$ cat src/rtl/rng_mem_logger_if.sv
// rng_mem_logger_if: run control, input stream and mem write/read port of the logger
interface rng_mem_logger_if #(
  parameter int ADDR_W = 16,
  parameter int DATA_W = 16
);
  logic start;
  logic [ADDR_W-1:0] base_addr;
  logic [15:0] len;
  logic [DATA_W-1:0] in_data;
  logic in_valid;
  logic in_ready;
  logic [ADDR_W-1:0] address;
  logic wr_en;
  logic [DATA_W-1:0] mem_data_in;
  logic [DATA_W-1:0] mem_data_out;
  logic busy;
  logic done;
  logic error;
  modport master (
    output start, base_addr, len, in_data, in_valid, mem_data_out,
    input in_ready, address, wr_en, mem_data_in, busy, done, error
  );
  modport slave (
    input start, base_addr, len, in_data, in_valid, mem_data_out,
    output in_ready, address, wr_en, mem_data_in, busy, done, error
  );
endinterface

$ cat src/rtl/rng_mem_logger.sv
// rng_mem_logger: buffers a valid/ready word stream and writes it to mem from a base address
// Optional READBACK_VERIFY_EN: read back every written word and flag mismatches on error.
module rng_mem_logger #(
  parameter int ADDR_W = 16,
  parameter int DATA_W = 16,
  parameter int FIFO_DEPTH = 4
) (
  input logic clock,
  input logic nreset,
  rng_mem_logger_if.slave bus
);
  localparam int PW = $clog2(FIFO_DEPTH);
  localparam logic [PW:0] ONE = 1;
`ifdef READBACK_VERIFY_EN
  typedef enum logic [2:0] {IDLE, RUN, DONE, VERIFY, CHECK} state_t;
  logic error_q;
  assign bus.error = error_q;
`else
  typedef enum logic [1:0] {IDLE, RUN, DONE} state_t;
  logic unused_rd;
  assign unused_rd = ^bus.mem_data_out;
  assign bus.error = 1'b0;
`endif
  state_t state;
  logic [DATA_W-1:0] fifo [FIFO_DEPTH];
  logic [PW:0] rd_ptr, wr_ptr;
  logic [ADDR_W-1:0] base, addr_q;
  logic [DATA_W-1:0] data_q;
  logic [15:0] len_q, accepted, written;
  logic empty, full, active, push, pop, last;
  // Extra pointer bit tells full from empty when the indices match
  assign empty = rd_ptr == wr_ptr;
  assign full = (rd_ptr[PW] != wr_ptr[PW]) && (rd_ptr[PW-1:0] == wr_ptr[PW-1:0]);
  assign active = state != IDLE && state != DONE;
  assign push = bus.in_valid && bus.in_ready;
  assign pop = state == RUN && !empty;
  assign last = written + 16'd1 == len_q;
  assign bus.in_ready = active && !full && accepted < len_q;
  assign bus.wr_en = pop;
  // Write port is live while the head word is committed, otherwise it holds the last write
  assign bus.address = pop ? base + ADDR_W'(written) : addr_q;
  assign bus.mem_data_in = pop ? fifo[rd_ptr[PW-1:0]] : data_q;
  assign bus.busy = active;
  assign bus.done = state == DONE;
  // FIFO, counters and run control
  always_ff @(posedge clock) begin
    if (!nreset) begin
      state <= IDLE;
      rd_ptr <= '0;
      wr_ptr <= '0;
      accepted <= '0;
      written <= '0;
      base <= '0;
      len_q <= '0;
      addr_q <= '0;
      data_q <= '0;
`ifdef READBACK_VERIFY_EN
      error_q <= 1'b0;
`endif
    end else begin
      if (push) begin
        fifo[wr_ptr[PW-1:0]] <= bus.in_data;
        wr_ptr <= wr_ptr + ONE;
        accepted <= accepted + 16'd1;
      end
      if (pop) begin
        rd_ptr <= rd_ptr + ONE;
        written <= written + 16'd1;
        addr_q <= bus.address;
        data_q <= bus.mem_data_in;
      end
      case (state)
        IDLE: if (bus.start) begin
          base <= bus.base_addr;
          len_q <= bus.len;
          accepted <= '0;
          written <= '0;
`ifdef READBACK_VERIFY_EN
          error_q <= 1'b0;
`endif
          state <= bus.len == 16'd0 ? DONE : RUN;
        end
`ifdef READBACK_VERIFY_EN
        RUN: if (pop) state <= VERIFY;
        VERIFY: state <= CHECK;
        CHECK: begin
          if (bus.mem_data_out != data_q) error_q <= 1'b1;
          state <= written == len_q ? DONE : RUN;
        end
`else
        RUN: if (pop && last) state <= DONE;
`endif
        default: state <= IDLE;
      endcase
    end
  end
endmodule

$ cat src/flat_wrapper.sv
// flat-port wrapper written by rule: the top's interface ports become plain ports
module rng_mem_logger_flat 
#(
  parameter int ADDR_W = 16,
  parameter int DATA_W = 16,
  parameter int FIFO_DEPTH = 4
)
  (clock, nreset, bus_start, bus_base_addr, bus_len, bus_in_data, bus_in_valid, bus_mem_data_out, bus_in_ready, bus_address, bus_wr_en, bus_mem_data_in, bus_busy, bus_done, bus_error);
  rng_mem_logger_if #(.ADDR_W(ADDR_W), .DATA_W(DATA_W)) bus_i ();
  input logic clock;
  input logic nreset;
  input wire logic [$bits(bus_i.start)-1:0] bus_start;
  input wire logic [$bits(bus_i.base_addr)-1:0] bus_base_addr;
  input wire logic [$bits(bus_i.len)-1:0] bus_len;
  input wire logic [$bits(bus_i.in_data)-1:0] bus_in_data;
  input wire logic [$bits(bus_i.in_valid)-1:0] bus_in_valid;
  input wire logic [$bits(bus_i.mem_data_out)-1:0] bus_mem_data_out;
  output wire logic [$bits(bus_i.in_ready)-1:0] bus_in_ready;
  output wire logic [$bits(bus_i.address)-1:0] bus_address;
  output wire logic [$bits(bus_i.wr_en)-1:0] bus_wr_en;
  output wire logic [$bits(bus_i.mem_data_in)-1:0] bus_mem_data_in;
  output wire logic [$bits(bus_i.busy)-1:0] bus_busy;
  output wire logic [$bits(bus_i.done)-1:0] bus_done;
  output wire logic [$bits(bus_i.error)-1:0] bus_error;
  assign bus_i.start = bus_start;
  assign bus_i.base_addr = bus_base_addr;
  assign bus_i.len = bus_len;
  assign bus_i.in_data = bus_in_data;
  assign bus_i.in_valid = bus_in_valid;
  assign bus_i.mem_data_out = bus_mem_data_out;
  assign bus_in_ready = bus_i.in_ready;
  assign bus_address = bus_i.address;
  assign bus_wr_en = bus_i.wr_en;
  assign bus_mem_data_in = bus_i.mem_data_in;
  assign bus_busy = bus_i.busy;
  assign bus_done = bus_i.done;
  assign bus_error = bus_i.error;
  rng_mem_logger #(.ADDR_W(ADDR_W), .DATA_W(DATA_W), .FIFO_DEPTH(FIFO_DEPTH)) u_core (.clock(clock), .nreset(nreset), .bus(bus_i));
endmodule
$ cat config.mk
export PLATFORM = sky130hd
export DESIGN_NAME = rng_mem_logger_flat
export DESIGN_NICKNAME = d
export VERILOG_FILES = /design/src/rtl/rng_mem_logger_if.sv /design/src/rtl/rng_mem_logger.sv /design/src/flat_wrapper.sv
export SDC_FILE = /design/constraint.sdc
export NUM_CORES = 1
export LEC_CHECK = 0
export CELL_PAD_IN_SITES_DETAIL_PLACEMENT = 0
export CELL_PAD_IN_SITES_GLOBAL_PLACEMENT = 2
export CORE_UTILIZATION = 38
export CTS_CLUSTER_DIAMETER = 50
export DETAILED_ROUTE_END_ITERATION = 16
export HOLD_SLACK_MARGIN = 0.1
export PLACE_DENSITY = 0.85
export SYNTH_ARGS = -nofsm -noshare
export SYNTH_HDL_FRONTEND = slang
export SYNTH_SLANG_ARGS = --single-unit
export TNS_END_PERCENT = 30
$ cat constraint.sdc
create_clock -name clock -period 5.8 [get_ports clock]
set_input_delay 0.58 -clock clock [delete_from_list [all_inputs] [get_ports clock]]
set_output_delay 0.58 -clock clock [all_outputs]
set_load 0.03 [all_outputs]
==> metrics.md, run 1 <==
| Metric | Value |
|---|---|
| Clock Skews | 0.0122 ns |
| Antenna Nets Post-Route | 0 |
| Status | finished, final reports clean |
| Hold WC Path Type | reg2reg |
| Largest net degree at the start of global routing | 55 |
| Detailed placement HPWL | 13.7 mm |
| Simple-Gate Fraction of Synth Area | 17.9% |
| Initial Util | 38.9% |
| R2R Setup Slk | 2.51 ns |
| Worst setup EP type | output port |
| Routability-driven placement congestion ratio | 0.749 |
| Worst-skew pair later-pin latency | 0.44 ns |
| DRT iter0 DRCs | 264 |
| Sink Count | 170 |
| Hold Path Origin | u_core.base[0]$_SDFFE_PN0P_ |
| Pins over their slew limit | 0 |
| Share of cells above drive strength 1 | 7.77% |
| Vias | 6,102 |
| Worst Setup Path Type | reg2out |
| FF/Latch Area | 4040 sq um |
| Post-Synth Adder-Cell Area | 5.87% |
| Die H | 149 um |
| FF-to-FF path depth | 8 |
| Placed cell count | 1,170 |
| Hold-fix buffers at CTS | 0 |
| Type of origin of the critical path | flip-flop |
| Final period demand of the worst path | 4.38 ns |
| Core Footprint | 21,200 sq um |
| Fmax | 0.228 GHz |
| CTS tree | built |
| Final instance count without filler cells | 1,202 |
| Share of the synthesized area in the top cell type | 25.8% |
| Cts bufs inserted | 17 |
| Postcts setup bufs | 0 |
| Total global-route track usage | 18.8% |
| Post-Synthesis Cell Area | 8230 sq um |
| ANT cells | 0 |
| Worst Max-Slew Pin Slew | 0.937 ns |
| Hold Path End | u_core.base[0]$_SDFFE_PN0P_ |
| Die extent in x | 149 um |
| Post-synth net total | 946 |
| Period utilization | 75.5% |
| PortBufs | 87 |
| Row cnt | 53 |
| Fin util | 47.3% |
| Sum Neg Setup Slack | 0 ns |
| CP arrival | 3.80 ns |
| Vias in the first global route | 5,959 |
| Leading area contributor after synthesis | dfxtp_1 |
| Initial antenna violation count | 0 |
| Final hold viol count | 0 |
| Req. time, crit path | 5.22 ns |
| Leakage | 3.63 nW |
| 1st-pass router iterations | 5 |
| Pwr Density | 284 nW/um^2 |
| Yosys warns | 0 |
| Number of flops mapped to enable cells by yosys | 64 |
| GRT overflow | 0 |
| Async S/R FF share, synth | 0% |
| Multi-input combinational cell area | 3900 sq um |
| WL per Instance | 16.5 um |
| Htree depth | 4 |
| Clk root buf | clkbuf_16 |
| P&R area growth vs syn | 21.4% |
| Die Area | 22,300 sq um |
| Worst ir drop on vdd | 0.000211 V |
| Synth unique cells | 64 |
| Largest cells by area after synthesis | dfxtp_1 26%, edfxtp_1 23%, nand2_1 8.3%, ha_1 5.6%, mux4_2 4.4% |
| Post-DR vias/cell | 5.08 |
| PostCTS Resize Cnt | 0 |
| RR Endpoint | u_core.fifo[3][9]$_DFFE_PP_ |
| Critical R2R Launch | u_core.len_q[1]$_SDFFE_PN0P_ |
| Most common flop cell mapped by yosys | dfxtp_1 |
| Flops & latches, synth | 170 |
| Global-route wire length before repair | 32.0 mm |
| Post-Synthesis Cells | 840 |
| Rel. slew slack | 37.5% |
| Largest family of logic cells by synthesized area | simple AND/OR/NAND/NOR gates |
| Clock-pin slew on the worst setup and hold paths | 0.07 ns |
| Post-synthesis mux area share | 5.12% |
| RSZ-0062 raised after global routing | no |
| DRC Markers | 0 |
| Xor and xnor area share after synthesis | 5.32% |
| Worst Hold Depth | 2 |
| Total wire length | 19.9 mm |
| Crit Path Max Fanout | 9 |
| Sequential area share after synthesis | 49.1% |
| Syn_area_per_cell | 9.80 sq um |
| Max Cap Viol | 0 |
| Setup violators final | 0 |
| Complex-gate fraction of the synthesized area | 13.0% |
| FILL cells | 1,971 |
| Num ports | 105 |
| Nets | 1,020 |
| CTS max path bufs | 2 |
-- cells in the mapped netlist (7+ instances only) --
| library cell | n |
|---|---|
| a21boi_0 | 16 |
| a21o_1 | 9 |
| a21oi_1 | 66 |
| and2_1 | 14 |
| clkbuf_1 | 28 |
| dfxtp_1 | 106 |
| edfxtp_1 | 64 |
| ha_1 | 37 |
| inv_1 | 33 |
| mux4_2 | 16 |
| nand2_1 | 181 |
| nand3_1 | 18 |
| nand4_1 | 11 |
| nor2_1 | 34 |
| nor3_1 | 9 |
| o21ai_0 | 29 |
| or3_1 | 12 |
| or4_1 | 7 |
| xnor2_1 | 32 |
| xor2_1 | 18 |
-- per-stage QoR --
stage	instance area, sq um	power [mW]	hold WS, ns	setup WS (ns)
5_1_grt	10000	2.95	0.482	1.17
2_1_floorplan	8230	1.53	0.440	2.65
3_3_place_gp	9350	1.67	0.451	1.84
3_5_place_dp	9350	1.67	0.453	1.85
4_1_cts	10000	2.87	0.463	1.33
6_report	10000	2.84	0.463	1.42
-- logic make-up after synthesis --
family | count (synthesis)
simple gates | 316
flops | 170
compound gates | 169
buf+inv | 74
xor+xnor | 50
fa+ha+maj | 38
mux | 22
other cells | 1
-- worst max-delay path, stage by stage (launching register included) --
cell and delay (ns):
dfxtp_1 0.52, ha_1 0.34, a21oi_1 0.24, o21ai_0 0.20, o2111ai_1 0.34, a31oi_1 0.23, a221oi_1 0.37, xnor2_1 0.19
a21oi_1 0.21, clkdlybuf4s50_1 0.73
-- layout by cell type (no fill, tap or decap), types with 6 or more instances in the layout --
cell,synthesis,routed
nand2_1,181,180
dfxtp_1,106,106
clkdlybuf4s50_1,0,87
a21oi_1,66,66
edfxtp_1,64,64
ha_1,37,37
inv_1,33,33
nor2_1,34,33
xnor2_1,32,32
o21ai_0,29,29
nand3_1,18,18
xor2_1,18,18
clkbuf_16,0,17
a21boi_0,16,16
mux4_2,16,16
and2_1,14,14
or3_1,12,12
nand4_1,11,11
a21o_1,9,9
nor3_1,9,9
buf_4,2,8
or4_1,7,7
clkinv_8,0,7
nand2b_1,6,6
o211ai_1,6,6
a31oi_1,6,6
o31ai_1,6,6
and3_1,6,6
nor4_1,6,6
-- final cells by class --
type                            instances  share of cell area, %
Multi-Input combinational cell        596                   39.0
Clock inverter                         15                   2.22
Sequential cell                       170                   40.5
Tap cell                              275                   3.44
Inverter                               34                   1.28
Clock buffer                           17                   4.26
Timing Repair Buffer                   95                   9.31
-- worst max path at each step --
stage | startpoint | to | depth (start not counted)
floorplan | u_core.written[0]$_SDFF_PN0_ | bus_address[10] | 9
global route | u_core.written[4]$_SDFF_PN0_ | bus_address[15] | 9
detailed placement | u_core.written[4]$_SDFF_PN0_ | bus_address[15] | 9
CTS | u_core.written[4]$_SDFF_PN0_ | bus_address[15] | 9
finish | u_core.written[4]$_SDFF_PN0_ | bus_address[15] | 9
global placement | u_core.written[4]$_SDFF_PN0_ | bus_address[15] | 9
-- flip-flops by register name, indices dropped and copies added (netlist names), named ones only --
name             flops
u_core.data_q       16
u_core.wr_ptr        3
u_core.rd_ptr        3
u_core.written      16
u_core.state         2
u_core.fifo         64
u_core.base         16
u_core.addr_q       16
u_core.accepted     16
u_core.len_q        16
-- where the power goes --
part	leakage, nW	total, mW	switching [mW]	internal (mW)
Combinational	1.89	0.345	0.203	0.142
Sequential	1.44	1.29	0.0226	1.27
Clock	0.308	1.20	0.570	0.634
Total	3.63	2.84	0.795	2.05
-- routing by layer --
metal	up-vias	wire length, um	track usage (%)
met5	-	0	0
met4	0	188	5.36
met3	13	572	3.33
met2	96	9910	32.2
met1	2876	9210	24.2
li1	3117	-	-
Power figures use the tool's default switching activity.
==> inputs of run 2 (changes only) <==
--- a/config.mk
+++ b/config.mk
@@ -7,11 +7,11 @@
 export LEC_CHECK = 0
 export CELL_PAD_IN_SITES_DETAIL_PLACEMENT = 0
 export CELL_PAD_IN_SITES_GLOBAL_PLACEMENT = 2
-export CORE_UTILIZATION = 38
+export CORE_UTILIZATION = 35
 export CTS_CLUSTER_DIAMETER = 50
 export DETAILED_ROUTE_END_ITERATION = 16
 export HOLD_SLACK_MARGIN = 0.1
-export PLACE_DENSITY = 0.85
+export PLACE_DENSITY = 0.79
 export SYNTH_ARGS = -nofsm -noshare
 export SYNTH_HDL_FRONTEND = slang
 export SYNTH_SLANG_ARGS = --single-unit
==> constraint.sdc (replaced) <==
create_clock -name clock -period 4.5 [get_ports clock]
set_input_delay 0.45 -clock clock [delete_from_list [all_inputs] [get_ports clock]]
set_output_delay 0.45 -clock clock [all_outputs]
set_load 0.03 [all_outputs]
==> run 2 against run 1 <==
Against the previous run:
- count of clock-buffer cells in the layout unchanged
- cell area increased by 0.60%
- final cell count grew 3.2%
- largest power group unchanged
- utilization fell by 3.2 points
- register-to-register slack lost 1.3 ns
- first-iteration DRC count increased by 10%
- sequential share of layout area fell by 0.24 points
- die area rose by 8.4%
- critical path type unchanged
- non-clock buffer count is the same
==> metrics.md, run 2 (same netlist as run 1, synthesis figures left out) <==
| Metric | Value |
|---|---|
| Hold-fix buffers at CTS | 0 |
| Post-DP Area | 9410 sq um |
| RSZ-0062 raised after global routing | no |
| Die H | 155 um |
| 1st-pass router iterations | 4 |
| Crit Path Max Fanout | 7 |
| DRT iter0 DRCs | 291 |
| Post-route cell area | 10,100 sq um |
| Sum Neg Setup Slack | 0 ns |
| Share of cells above drive strength 1 | 7.77% |
| Type of origin of the critical path | flip-flop |
| ANT cells | 0 |
| Pwr Density | 366 nW/um^2 |
| Req. time, crit path | 4.05 ns |
| Die extent in x | 155 um |
| Most frequent cells in the layout | 180 x nand2_1, 106 x dfxtp_1, 86 x clkdlybuf4s50_1 |
| Hold WC Path Type | reg2reg |
| CTS tree | built |
| Worst ir drop on vdd | 0.000212 V |
| Critical path's largest stage delay | 0.62 ns |
| Pins over their slew limit | 0 |
| DRC Markers | 0 |
| Status | finished, final reports clean |
| P&R area growth vs syn | 22.1% |
| Clock Skews | 0.0178 ns |
| CP dominant cell by count | a21oi_1 |
| Rel. slew slack | 41.4% |
| PortBufs | 87 |
| Worst Setup Path Type | reg2out |
| WHS | 0.465 ns |
| Routability-driven placement congestion ratio | 0.772 |
| Period utilization | 89.1% |
| Worst Max-Slew Pin Slew | 0.879 ns |
| Fmax | 0.250 GHz |
| Clock-pin slew on the worst setup and hold paths | 0.07 ns |
| Max Cap Viol | 0 |
| Initial antenna violation count | 0 |
| Final hold viol count | 0 |
| Final period demand of the worst path | 4.01 ns |
| Largest net degree at the start of global routing | 55 |
| Worst path slowest cell | clkdlybuf4s50_1 |
| CTS max path bufs | 2 |
| Max reg flops | 64 |
| Fin util | 44.0% |
| Total wire length | 20.4 mm |
| Worst-path cell chain | ha_1 -> inv_1 -> fa_1 -> nor2b_1 -> o211ai_1 -> a21oi_1 -> o31ai_1 -> a21oi_1 -> mux2i_1 -> nand3_1 -> clkdlybuf4s50_1 |
| Cts bufs inserted | 17 |
| Antenna Nets Post-Route | 0 |
| Post-DR vias/cell | 4.98 |
| Sink Count | 170 |
| Global-route wire length before repair | 33.2 mm |
| Worst setup EP type | output port |
| CP arrival | 3.56 ns |
| Commonest non-fill, non-tap cell in the layout | nand2_1 |
| Detailed placement HPWL | 14.2 mm |
| Total global-route track usage | 17.8% |
| Vias | 6,179 |
| Row cnt | 55 |
| Initial Util | 36.0% |
| Num ports | 105 |
| Core Footprint | 22,800 sq um |
| WL per Instance | 16.5 um |
| Htree depth | 4 |
| GRT overflow | 0 |
| Leakage | 3.65 nW |
| Worst-skew pair later-pin latency | 0.44 ns |
| Setup violators final | 0 |
| Clk root buf | clkbuf_16 |
| Vias in the first global route | 6,036 |
| PostCTS Resize Cnt | 0 |
| Die Area | 24,100 sq um |
| Nets | 1,020 |
| Postcts setup bufs | 0 |
[run 2: changes by cell type in the layout (fill, tap and decap cells not counted)]
cell | previous run | this run
clkinv_4 | 1 | 0
clkdlybuf4s50_1 | 87 | 86
buf_4 | 8 | 7
inv_12 | 1 | 5
bufinv_16 | 1 | 0
inv_6 | 0 | 2
inv_8 | 4 | 2
buf_12 | 0 | 1
clkinv_8 | 7 | 6
dlymetal6s2s_1 | 0 | 1
clkinvlp_4 | 1 | 0
[run 2: layout make-up]
type	count	area (sq um)
clock buffers	17	425
clock inverters	15	219
fillers	2249	12800
inverters	34	128
multi-input cells	596	3900
flip-flops and latches	170	4040
well taps	313	392
repair buffers	95	946
[run 2: critical path: cells and delay by family (launching register included)]
| family | cells | cell delay [ns] |
|---|---|---|
| AND/OR/NAND/NOR | 2 | 0.30 |
| multiplexers | 1 | 0.26 |
| buffers and inverters | 2 | 0.68 |
| adder cells (fa/ha/maj) | 2 | 0.65 |
| flip-flops | 1 | 0.49 |
| AO/OA/AOI/OAI | 4 | 0.75 |
[run 2: per-layer routing]
metal  up-vias  wire, um  global-route usage [%]  share of wire (%)
met4         0       168                    4.53               0.82
met2        99      9940                    30.5                 49
met3         9       705                    2.98                3.5
met1      2938      9620                    23.3                 47
met5         -         0                       0                  0
li1       3133         -                       -                  -
[run 2: worst paths after layout]
path / start / endpoint / slack [ns] / depth (start not counted)
worst max register to register: u_core.len_q[15]$_SDFFE_PN0P_ / u_core.fifo[1][6]$_DFFE_PP_ / 1.21 / 8
worst max-delay path: u_core.written[0]$_SDFF_PN0_ / bus_address[14] / 0.49 / 11
worst min-delay path: u_core.base[0]$_SDFFE_PN0P_ / u_core.base[0]$_SDFFE_PN0P_ / 0.46 / 2
worst min register to register: u_core.base[0]$_SDFFE_PN0P_ / u_core.base[0]$_SDFFE_PN0P_ / 0.46 / 2
[run 2: through the flow]
stage	setup WS (ns)	cells	total power, mW
finish	0.493	1240	3.68
global route	0.251	1240	3.83
CTS	0.140	1240	3.73
detailed placement	0.643	1208	2.16
global placement	0.629	1208	2.16
floorplan	1.48	840	1.97
[run 2: report_power, final]
part	internal, mW	switching (mW)
combinational	0.185	0.265
clock	0.783	0.778
sequential	1.64	0.0305
